===== config.mk =====
export PLATFORM = sky130hd
export DESIGN_NAME = key_conditioner
export DESIGN_NICKNAME = d
export VERILOG_FILES = /design/src/rtl/key_conditioner.sv
export SDC_FILE = /design/constraint.sdc
export NUM_CORES = 1
export LEC_CHECK = 0
export BUFFER_PORTS_ARGS = -buffer_cell sky130_fd_sc_hd__buf_2
export CAP_MARGIN = 20
export CORE_ASPECT_RATIO = 0.5
export CORE_MARGIN = 4
export CORE_UTILIZATION = 64
export DETAILED_ROUTE_END_ITERATION = 8
export PLACE_DENSITY = 0.84
export SKIP_LAST_GASP = 1
export SYNTH_ARGS = -nofsm -noshare
export SYNTH_HDL_FRONTEND = slang
export SYNTH_SLANG_ARGS = --single-unit

===== constraint.sdc =====
create_clock -name clk -period 6.1 [get_ports clk]
set_input_delay 0.915 -clock clk [delete_from_list [all_inputs] [get_ports clk]]
set_output_delay 0.915 -clock clk [all_outputs]
set_load 0.02 [all_outputs]

===== src/rtl/key_conditioner.sv =====
// key_conditioner: per-key 2-FF synchronizer, counter-based debounce and
// registered single-cycle press/release pulses for board push-buttons.
// Optional feature macro: AUTOREPEAT_EN adds hold-to-repeat press pulses
// (first after REPEAT_DELAY cycles, then every REPEAT_PERIOD cycles).
// KEY0 is a synchronous active-high reset.
module key_conditioner #(
  parameter int N_KEYS          = 2,
  parameter int DEBOUNCE_CYCLES = 250000,
  parameter bit ACTIVE_LOW      = 1'b1,
  parameter int REPEAT_DELAY    = 25000000,
  parameter int REPEAT_PERIOD   = 5000000
) (
  input  logic              clk,
  input  logic              KEY0,
  input  logic [N_KEYS-1:0] key_raw,
  output logic [N_KEYS-1:0] key_level,
  output logic [N_KEYS-1:0] key_press,
  output logic [N_KEYS-1:0] key_release
);

  localparam int CNT_W = $clog2(DEBOUNCE_CYCLES + 1);
  localparam logic [CNT_W-1:0] CNT_LAST = CNT_W'(DEBOUNCE_CYCLES - 1);
  localparam logic [CNT_W-1:0] CNT_ONE  = CNT_W'(1);

  // Polarity normalised once so everything downstream is active-high.
  logic [N_KEYS-1:0] pressed;
  assign pressed = key_raw ^ {N_KEYS{ACTIVE_LOW}};

  logic [N_KEYS-1:0]            sync1;
  logic [N_KEYS-1:0]            sync2;
  logic [N_KEYS-1:0][CNT_W-1:0] cnt;
  logic [N_KEYS-1:0][CNT_W-1:0] cnt_nxt;
  logic [N_KEYS-1:0]            accept;
  logic [N_KEYS-1:0]            rpt_hit;

  // Debounce decision: count consecutive samples that disagree with the
  // accepted level; any agreeing sample restarts the count.
  always_comb begin
    for (int i = 0; i < N_KEYS; i++) begin
      accept[i]  = 1'b0;
      cnt_nxt[i] = '0;
      if (sync2[i] == key_level[i]) begin
        cnt_nxt[i] = '0;
      end else if (cnt[i] == CNT_LAST) begin
        accept[i]  = 1'b1;
        cnt_nxt[i] = '0;
      end else begin
        cnt_nxt[i] = cnt[i] + CNT_ONE;
      end
    end
  end

`ifdef AUTOREPEAT_EN
  localparam int RPT_MAX = (REPEAT_DELAY > REPEAT_PERIOD) ? REPEAT_DELAY : REPEAT_PERIOD;
  localparam int RPT_W   = $clog2(RPT_MAX + 1);
  localparam logic [RPT_W-1:0] RPT_FIRST = RPT_W'(REPEAT_DELAY - 1);
  localparam logic [RPT_W-1:0] RPT_NEXT  = RPT_W'(REPEAT_PERIOD - 1);
  localparam logic [RPT_W-1:0] RPT_ONE   = RPT_W'(1);

  logic [N_KEYS-1:0][RPT_W-1:0] rpt_cnt;
  logic [N_KEYS-1:0][RPT_W-1:0] rpt_cnt_nxt;
  logic [N_KEYS-1:0]            rpt_started;
  logic [N_KEYS-1:0]            rpt_started_nxt;

  // Hold-to-repeat timing: the counter only runs while the key is held and
  // no release is being accepted this cycle, so a release never repeats.
  always_comb begin
    for (int i = 0; i < N_KEYS; i++) begin
      rpt_hit[i]         = 1'b0;
      rpt_cnt_nxt[i]     = rpt_cnt[i];
      rpt_started_nxt[i] = rpt_started[i];
      if (!key_level[i] || accept[i]) begin
        rpt_cnt_nxt[i]     = '0;
        rpt_started_nxt[i] = 1'b0;
      end else if (rpt_cnt[i] == (rpt_started[i] ? RPT_NEXT : RPT_FIRST)) begin
        rpt_hit[i]         = 1'b1;
        rpt_cnt_nxt[i]     = '0;
        rpt_started_nxt[i] = 1'b1;
      end else begin
        rpt_cnt_nxt[i] = rpt_cnt[i] + RPT_ONE;
      end
    end
  end

  // Repeat counter state.
  always_ff @(posedge clk) begin
    if (KEY0) begin
      rpt_cnt     <= '0;
      rpt_started <= '0;
    end else begin
      rpt_cnt     <= rpt_cnt_nxt;
      rpt_started <= rpt_started_nxt;
    end
  end
`else
  // Repeat feature absent: no extra press pulses.
  logic unused_repeat_cfg;
  assign unused_repeat_cfg = (REPEAT_DELAY != REPEAT_PERIOD);
  assign rpt_hit = '0;
`endif

  // Synchronizer, debounce state and registered pulse outputs.
  always_ff @(posedge clk) begin
    if (KEY0) begin
      sync1       <= '0;
      sync2       <= '0;
      cnt         <= '0;
      key_level   <= '0;
      key_press   <= '0;
      key_release <= '0;
    end else begin
      sync1       <= pressed;
      sync2       <= sync1;
      cnt         <= cnt_nxt;
      key_level   <= key_level ^ accept;
      key_press   <= (accept & sync2) | rpt_hit;
      key_release <= accept & ~sync2;
    end
  end

endmodule


==> run summary <==
CLOCKING
--------------------------------------------------------------------------------------------------
Clk Latency, worst-skew pair                                                               0.30 ns
Clock Sink Count                                                                                46
CTS tree                                                                                      done
Number of buffers created by CTS                                                                 5
Root Buffer Master                                                                        clkbuf_8
Count of instances resized after the clock tree is built                                         0
Clock transition time at the flip-flop clock pins of the worst setup and hold paths        0.08 ns
Clock tree buffer depth                                                                          2
Setup repair bufs after CTS                                                                      0
Number of buffers inserted by hold repair at cts                                                 0
Level count of the clock H-tree                                                                  2

WORST SETUP PATH
--------------------------------------------------------------------------------------------------
Cell Chain, Critical Path                                                             ha_1 -> nand3_1 -> o41ai_2 -> buf_4 -> nor2_1
Maximum fanout count along the critical path                                                    11
Delay of the slowest cell on the worst path                                                0.72 ns
Buffers & Inverters on Critical Path                                                             1
Launch instance of the worst register-to-register path                                     cnt[18]
Crit. Startpoint                                                                           cnt[18]
Critical path's top delay family                                                      compound AO/OA/AOI/OAI gates
Crit path arrival time                                                                     2.26 ns
Critical-path cell with the highest stage delay                                            o41ai_2
Critical path start-end classification                                                flop to flop
Data required time at the worst endpoint                                                   6.29 ns
Crit start category                                                                           flop
Type of element capturing the critical path                                                   flop

FLOORPLANNING
--------------------------------------------------------------------------------------------------
Die area                                                                              0.00404 mm^2
Die boundary width                                                                         86.0 um
Vertical die dimension                                                                     47.0 um
Count of standard-cell rows                                                                     13
Initial Utilization                                                                          70.9%
Number of primary I/O pins                                                                      10
Area of the core                                                                      0.00275 mm^2

DETAILED ROUTING
--------------------------------------------------------------------------------------------------
Per-cell routed wire length                                                                13.6 um
1st-iter DRT viols                                                                              95
Final routed DRC violation total                                                                 0
Detailed Routing Iterations Pass 1                                                               4
Detailed-route via count                                                                      1510
Post-detailed-routing wire length                                                          3630 um
Via density per instance                                                                      5.68
Number of nets with antenna violations after detailed routing                                    0

POWER AND IR DROP
--------------------------------------------------------------------------------------------------
Total power consumption of the routed design                                              0.500 mW
Leakage power                                                                             0.627 nW
Power per unit of standard cell area                                                   237 mW/mm^2
Worst IR drop on VDD                                                                      0.180 mV

GLOBAL ROUTING
--------------------------------------------------------------------------------------------------
Overall routing resource usage                                                               20.3%
Vias in the first global route                                                                1439
Largest net degree at the start of global routing                                               17
Wire length of the first global-routing pass                                               6150 um
Final global-route overflow total                                                                0
Antenna violations before repair                                                                 0

PLACE
--------------------------------------------------------------------------------------------------
Detailed-placement wirelength estimate                                                     2450 um
RD Place Congestion                                                                          0.852
Port bufs                                                                                        9

LOGIC SYNTHESIS
--------------------------------------------------------------------------------------------------
Cell types with the highest counts after synthesis                                    46 x dfxtp_1, 42 x nor2_1, 27 x xnor2_1
Gate count after technology mapping                                                            215
Library cell with the largest summed area after synthesis                                  dfxtp_1
Part of the Yosys area used for sequential elements                                          47.3%
Synth Warn #                                                                                     0
Mean area per synthesized cell                                                           9.06 um^2
Count of cell types in the netlist                                                              34
Number of synthesized register bits                                                             46
Prevailing post-synth register cell                                                        dfxtp_1
Most frequent cell after synthesis                                                         dfxtp_1
Share of Yosys cell area claimed by the top area cell type                                   47.3%
Async set-reset flop share out of synthesis                                                     0%
EDFF count, synth                                                                                0
Top cells by area, synth                                                              dfxtp_1 47%, xnor2_1 12%, nor2_1 8.1%, nor4_1 3.5%, nand3_1 3.1%
Synth Net Count                                                                                221
Netlist area before placement                                                         0.00195 mm^2

TIMING
--------------------------------------------------------------------------------------------------
Slew HR                                                                                      54.4%
Setup TNS Final                                                                               0 ns
Worst clock skew on the final layout                                                     0.0110 ns
Final setup violation count                                                                      0
Endpoints failing hold                                                                           0
RSZ-0062 raised after global routing                                                         false
Transition time at the pin with the least slew margin                                     0.677 ns
Tcrit/Tclk final                                                                             33.9%
Pins over their slew limit                                                                       0
Max Clock Freq                                                                             483 MHz
Minimum clock period after layout                                                          2.07 ns

FINISH
--------------------------------------------------------------------------------------------------
Post-synthesis to final-layout area growth                                                   8.54%
Fraction of final layout cells sized beyond drive strength 1                                 10.0%
Final-stage net count                                                                          234
Antenna diode instance count                                                                     0

RUN STATUS
--------------------------------------------------------------------------------------------------
Result of the run                                                                     finished, final reports clean

MIN PATH
--------------------------------------------------------------------------------------------------
Worst hold path startpoint                                                                sync1[1]
Path type of the worst min-delay path                                                 flop to flop

RUN
--------------------------------------------------------------------------------------------------
Max-cap viol count                                                                               0

==> cell usage in the layout (no fill, tap or decap), drive strengths merged, types with 2 or more instances in the layout <==
cell type  instances
and3               3
nor2              42
nor3               7
or3                3
nor4              11
clkbuf             7
o21ai              4
o31ai              2
nor2b              3
nand3             12
nand4              9
a21oi              4
ha                 2
nand2              7
or4                5
nand2b             6
dfxtp             46
inv                7
xnor2             27
nor3b              2
xor2               3
buf               10
==> metal layers <==
metal	part of all wire (%)	global-route usage, %
met3	4.6	6.30
met5	0	0
met2	49	37.8
met1	45	22.3
met4	1.7	9.46
==> cell type report <==
cell class,count,area [um^2]
Timing Repair Buffer,10,52.6
Clock buffer,7,86.3
Tap cell,37,46.3
Multi-Input combinational cell,158,977
Fill cell,196,634
Sequential cell,46,921
Inverter,7,26.3
Clock inverter,1,5.00
==> cell families after synthesis <==
| kind of cell | Yosys count | share of synthesized area, % |
|---|---|---|
| buf+inv | 11 | 2.57 |
| flops | 46 | 47.3 |
| mux | 1 | 0.514 |
| simple gates | 114 | 30.6 |
| xor+xnor | 30 | 13.5 |
| fa+ha+maj | 2 | 1.28 |
| compound gates | 11 | 4.24 |
==> path summary, 6_finish.rpt <==
check | end | slack, ns | cells past startpoint
worst max-delay path | cnt[18] | 4.03 | 5
worst min-delay path | sync2[1] | 0.45 | 1
worst max register to register | cnt[18] | 4.03 | 5
worst min register to register | sync2[1] | 0.45 | 1
==> state kept, by name, indices dropped and copies added (netlist names), named ones only <==
register     count
sync2            2
cnt             36
key_press        2
key_release      2
sync1            2
==> report_power, final <==
group / leakage, nW / internal (mW) / switching (mW)
clock: 0.0482 / 0.0915 / 0.0993
sequential: 0.371 / 0.302 / 0.00104
combinational: 0.208 / 0.00259 / 0.00425
total: 0.627 / 0.396 / 0.105
==> per-stage QoR <==
| step | instance area [um^2] | setup slack (ns) | hold slack, ns | utilization [%] | instances |
|---|---|---|---|---|---|
| finish | 2110 | 4.03 | 0.450 | 76.9 | 266 |
| global route | 2110 | 3.82 | 0.460 | 76.9 | 266 |
| CTS | 2110 | 3.99 | 0.451 | 76.9 | 266 |
| detailed placement | 2020 | 4.02 | 0.432 | 73.6 | 258 |
| global placement | 2020 | 4.06 | 0.421 | 73.6 | 258 |
| floorplan | 1950 | 4.19 | 0.414 | - | 215 |
Power figures use the tool's default switching activity.
